File: config.mk
export PLATFORM = sky130hd
export DESIGN_NAME = seg_bcd_counter
export DESIGN_NICKNAME = d
export VERILOG_FILES = /design/src/rtl/seg_bcd_counter.sv
export SDC_FILE = /design/constraint.sdc
export NUM_CORES = 1
export LEC_CHECK = 0
export CAP_MARGIN = 20
export CORE_ASPECT_RATIO = 1.2
export CORE_MARGIN = 3
export CORE_UTILIZATION = 25
export CTS_CLUSTER_SIZE = 14
export DETAILED_ROUTE_END_ITERATION = 8
export GPL_TIMING_DRIVEN = 0
export SLEW_MARGIN = 20
export SYNTH_ARGS = -nofsm -noshare
export SYNTH_HDL_FRONTEND = slang
export SYNTH_SLANG_ARGS = --single-unit
File: constraint.sdc
create_clock -name clk -period 4.95 [get_ports clk]
set_input_delay 0.495 -clock clk [delete_from_list [all_inputs] [get_ports clk]]
set_output_delay 0.495 -clock clk [all_outputs]
set_load 0.02 [all_outputs]
File: src/rtl/seg_bcd_counter.sv
// Two-digit BCD up/down counter driven by two push buttons.
// Each raw button level is synchronised, debounced, and edge-detected into a
// single-cycle step. The step updates the tens/ones digits, and the digits are
// encoded into a registered pair of seven-segment patterns for the display mux.
module seg_bcd_counter #(
    parameter int DEBOUNCE = 20000,
    parameter int DBITS    = 16,
    parameter bit BLANK_LZ = 1'b0
) (
    input  logic        clk,
    input  logic        rst,
    input  logic        inc_btn,
    input  logic        dec_btn,
    input  logic        clear,
    output logic [3:0]  tens,
    output logic [3:0]  ones,
    output logic        wrap,
    output logic [13:0] both7seg
);

    // Terminal value of the debounce counter: the state flips on the edge
    // where the counter has already seen DEBOUNCE-1 disagreeing cycles.
    localparam logic [DBITS-1:0] DC_MAX = DBITS'(DEBOUNCE - 1);

    // Reset display shows "00", or " 0" when the leading zero is blanked.
    localparam logic [13:0] RESET_SEG = BLANK_LZ ? 14'h003F : 14'h1FBF;

    // Button index 0 = increment, 1 = decrement.
    logic [1:0] btn_raw;
    logic [1:0] step;

    assign btn_raw = {dec_btn, inc_btn};

    generate
        for (genvar gi = 0; gi < 2; gi++) begin : g_btn
            logic             sync1_reg;
            logic             s_reg;
            logic             deb_reg;
            logic             deb_d_reg;
            logic [DBITS-1:0] dc_reg;

            // Synchronise, debounce and delay the debounced level for edge detect.
            always_ff @(posedge clk) begin
                if (rst) begin
                    sync1_reg <= 1'b0;
                    s_reg     <= 1'b0;
                    deb_reg   <= 1'b0;
                    deb_d_reg <= 1'b0;
                    dc_reg    <= '0;
                end else begin
                    sync1_reg <= btn_raw[gi];
                    s_reg     <= sync1_reg;
                    deb_d_reg <= deb_reg;
                    if (s_reg == deb_reg) begin
                        dc_reg <= '0;
                    end else if (dc_reg == DC_MAX) begin
                        deb_reg <= s_reg;
                        dc_reg  <= '0;
                    end else begin
                        dc_reg <= dc_reg + DBITS'(1);
                    end
                end
            end

            // Only the press (rising debounced edge) counts; release is ignored.
            assign step[gi] = deb_reg & ~deb_d_reg;
        end
    endgenerate

    logic [3:0]  tens_reg;
    logic [3:0]  ones_reg;
    logic        wrap_reg;
    logic [13:0] seg_reg;
    logic        inc_step;
    logic        dec_step;

    assign inc_step = step[0];
    assign dec_step = step[1];

    // Count update: clear beats steps, and simultaneous inc+dec cancel out.
    always_ff @(posedge clk) begin
        if (rst) begin
            tens_reg <= 4'd0;
            ones_reg <= 4'd0;
            wrap_reg <= 1'b0;
        end else if (clear) begin
            tens_reg <= 4'd0;
            ones_reg <= 4'd0;
            wrap_reg <= 1'b0;
        end else begin
            wrap_reg <= 1'b0;
            if (inc_step && !dec_step) begin
                if (ones_reg == 4'd9) begin
                    ones_reg <= 4'd0;
                    if (tens_reg == 4'd9) begin
                        tens_reg <= 4'd0;
                        wrap_reg <= 1'b1;
                    end else begin
                        tens_reg <= tens_reg + 4'd1;
                    end
                end else begin
                    ones_reg <= ones_reg + 4'd1;
                end
            end else if (dec_step && !inc_step) begin
                if (ones_reg == 4'd0) begin
                    ones_reg <= 4'd9;
                    if (tens_reg == 4'd0) begin
                        tens_reg <= 4'd9;
                        wrap_reg <= 1'b1;
                    end else begin
                        tens_reg <= tens_reg - 4'd1;
                    end
                end else begin
                    ones_reg <= ones_reg - 4'd1;
                end
            end
        end
    end

    // Active-high segments, bit0 = a ... bit6 = g; non-BCD codes go dark.
    function automatic logic [6:0] seg7(input logic [3:0] d);
        logic [6:0] p;
        case (d)
            4'd0:    p = 7'h3F;
            4'd1:    p = 7'h06;
            4'd2:    p = 7'h5B;
            4'd3:    p = 7'h4F;
            4'd4:    p = 7'h66;
            4'd5:    p = 7'h6D;
            4'd6:    p = 7'h7D;
            4'd7:    p = 7'h07;
            4'd8:    p = 7'h7F;
            4'd9:    p = 7'h6F;
            default: p = 7'h00;
        endcase
        return p;
    endfunction

    logic [6:0] tens_seg_next;
    logic [6:0] ones_seg_next;

    // Encode the current digits, optionally blanking a leading zero.
    always_comb begin
        tens_seg_next = seg7(tens_reg);
        ones_seg_next = seg7(ones_reg);
        if (BLANK_LZ && tens_reg == 4'd0) begin
            tens_seg_next = 7'h00;
        end
    end

    // Register the segment patterns so the display sees glitch-free levels.
    always_ff @(posedge clk) begin
        if (rst) begin
            seg_reg <= RESET_SEG;
        end else begin
            seg_reg <= {tens_seg_next, ones_seg_next};
        end
    end

    assign tens     = tens_reg;
    assign ones     = ones_reg;
    assign wrap     = wrap_reg;
    assign both7seg = seg_reg;

endmodule

==> results.md <==
* F_max at 404.2 MHz
* Post-route DRC at 0
* Peak fanout along the critical path at 8
* Clk Latency, worst-skew pair at 0.32 ns
* Layout Nets at 421
* Max rail drop VDD at 0.1679 mV
* Ys flop type: dfxtp_1
* Top Ports at 28
* P per Cell Area at 307.7 nW/µm²
* WL/cell at 11.52 µm
* Sequential share of power at 0.422
* Crit path DAT at 2.70 ns
* Synth top area share at 0.4029
* Slew HR at 0.6227
* Post-DRT Antenna Nets at 0
* H-tree depth at 3
* Gate Count Post-Synth at 358
* Die Wd at 108.2 µm
* Worst Path Required at 5.17 ns
* Leakage at 1.357 nW
* P&R area growth vs syn at 25.46%
* Die Y at 128.6 µm
* Worst setup EP type: register
* Critical path's top delay family: compound AO/OA/AOI/OAI gates
* Hold crit path type: reg -> reg
* CTS tree: built
* Critical path's slowest cell: a211oi_2
* CTS sink count at 63
* Final Hold Viols at 0
* Layout cells sized above 1 at 0.07232
* Adder-cell share of the synthesized area at 0.07994
* Hold depth at 1
* Vias per cell at 4.512
* Count leader, synth: dfxtp_1
* Post-Synth Simple-Gate Area at 0.2702
* CTS resizes at 0
* DR vias at 2536
* WP depth at 7
* Net Sw Frac at 0.1859
* Flop2flop setup slack at 2.48 ns
* Design Power at 0.001209 W
* Avg Cell Area, Syn at 8.744 µm²
* Root buf cell: clkbuf_16
* Status: complete, no violations
* Reg2Reg Depth at 7
* CP Class: reg -> reg
* Leading area contributor after synthesis: dfxtp_1
* Post-synth ARST share at 0
* WP buf/inv at 2
* Register Area at 1261 µm²
* Ranking of synthesized cells by area: dfxtp_1 40%, ha_1 8.0%, nor2_1 6.0%, xnor2_1 5.9%, xor2_1 2.8%
* Pin count of the biggest net entering global routing at 12
* GRT Total Usage at 0.09863
* Post-synth top cells: 63 x dfxtp_1, 50 x nor2_1, 21 x xnor2_1, 20 x ha_1
* DR iter-0 viols at 163
* Worst path cell trace: clkbuf_1 > inv_1 > ha_1 > or3b_1 > a211oi_2 > a21oi_1 > a311oi_1
* Die ar. at 13910 µm²
* Synth warn at 0
* Mux share of post-synthesis cell area at 0.003597
* Comb power frac at 0.013
* Mapped Nets at 383
* Clock buffers created by TritonCTS at 9
* Worst-margin pin slew at 0.5660 ns
* Final Max Tran Viols at 0
* Sequential-to-total area share from yosys stat at 0.4029
* Post-CTS setup buffer count at 0
* CP Launch Point: ones[1]
* Max-cap violations at 0
* Xor-xnor portion of the synthesized cell area at 0.08673
* Clock skew at 0.006172 ns
* Layout fillers at 1228
* Clock Path Buffers at 2
* Final setup fails at 0
* Mapped Area at 3131 µm²
* Power Internal at 0.0009839 W
* Setup TNS Final at 0 ns
* Fin crit period at 2.474 ns
* Hold buffers post-CTS at 0
* Largest stage delay on the critical path at 0.47 ns
* RSZ-0062 raised after global routing: false
* Psw at 0.0002247 W
* Post-synth EDFFs at 0
* # rows at 44
* RD Place Congestion at 0.8250
* Core ar. at 12170 µm²
* Largest family of logic cells by synthesized area: simple AND/OR/NAND/NOR gates
* Final period utilization at 0.4998
* Launching point of the worst reg2reg path: ones[1]
* First-pass GRT wire length at 11180 µm
* Number of antenna violations at the first check in global routing at 0
* Starting Density at 0.2573
* Synthesis-stage register bit count at 63
* IO buf count at 27
* Reg clk slew, reported paths at 0.05 ns
* Dpl cell area at 3602 µm²
* Synth unique cells at 50
* DRT Wirelength at 6475 µm
* Worst hold start: g_btn[0].sync1_reg
* Area occupied by multi-input gates at 1727 µm²
* Clk pwr share at 0.565
* Compound-cell area share of the yosys netlist at 0.1111
* Vias in the first global route at 2470
* Diodes inserted at 0
* 1st-pass router iterations at 4
* Max reg flops at 32
* Crit start category: register
* GRT overflow at 0
* Finished Cell Area at 3928 µm²
* Post-DP HPWL at 4591 µm
cell usage in the layout, fill, tap and decap left out, types with 3 or more instances in the layout:
cell             instances
or4_1                    3
a21o_1                   7
clkbuf_1                14
nor2b_1                 10
nor3_1                  12
nor4_1                   8
dfxtp_1                 63
o21ai_0                 13
nor2_1                  50
xnor2_1                 21
o31ai_1                  3
a211oi_1                 5
a31oi_1                  5
or3_1                    3
nand2b_1                12
xor2_1                  10
nand4_1                 10
a21oi_1                 10
ha_1                    20
or2_2                    3
nand2_1                 17
nand3_1                 12
clkbuf_16                9
inv_1                   17
clkdlybuf4s50_1         27
power by group through the flow:
stage / Clock [W] / Sequential (W) / Combinational [W]
finish: 0.000682 / 0.000511 / 0.0000155
global route: 0.000721 / 0.000510 / 0.0000174
CTS: 0.000701 / 0.000510 / 0.0000158
detailed placement: 0 / 0.000521 / 0.0000157
global placement: 0 / 0.000521 / 0.0000156
floorplan: 0 / 0.000521 / 0.00000879
metal layers:
layer / vias to the layer above / share of wire / GRT usage
met2: 51 / 0.48 / 0.1633
met4: 0 / 0.012 / 0.03269
li1: 1314 / - / -
met1: 1164 / 0.46 / 0.1197
met3: 7 / 0.048 / 0.03412
met5: - / 0 / 0
through the flow:
step                      hold slack, ns  cells  utilization  worst slack, ns
after global placement            0.4211    546       0.2961            2.580
after floorplan                   0.4138    358            -            2.813
after detailed placement          0.4212    546       0.2961            2.523
after global routing              0.4583    562       0.3228            2.295
after CTS                         0.4332    562       0.3228            2.509
final                             0.4336    562       0.3228            2.476
kinds of logic after synthesis:
family	count (synthesis)
and+or+nand+nor	157
DFF	63
AOI/OAI and AO/OA	53
buffers and inverters	33
xor gates and xnor gates	31
adders and majority gates	20
muxes	1
layout make-up:
class | count | area share
multi-input cells | 262 | 0.4396
clock buffers | 13 | 0.06626
repair buffers | 27 | 0.06881
clock inverters | 3 | 0.01657
well taps | 161 | 0.05129
plain buffers | 16 | 0.02007
inverters | 17 | 0.01625
flip-flops and latches | 63 | 0.3211
final timing paths:
kind | endpoint
max | tens[2]
min reg2reg | g_btn[0].s_reg
max reg2reg | tens[2]
min | g_btn[0].s_reg
Note: power is estimated with default switching activity, not from simulation.
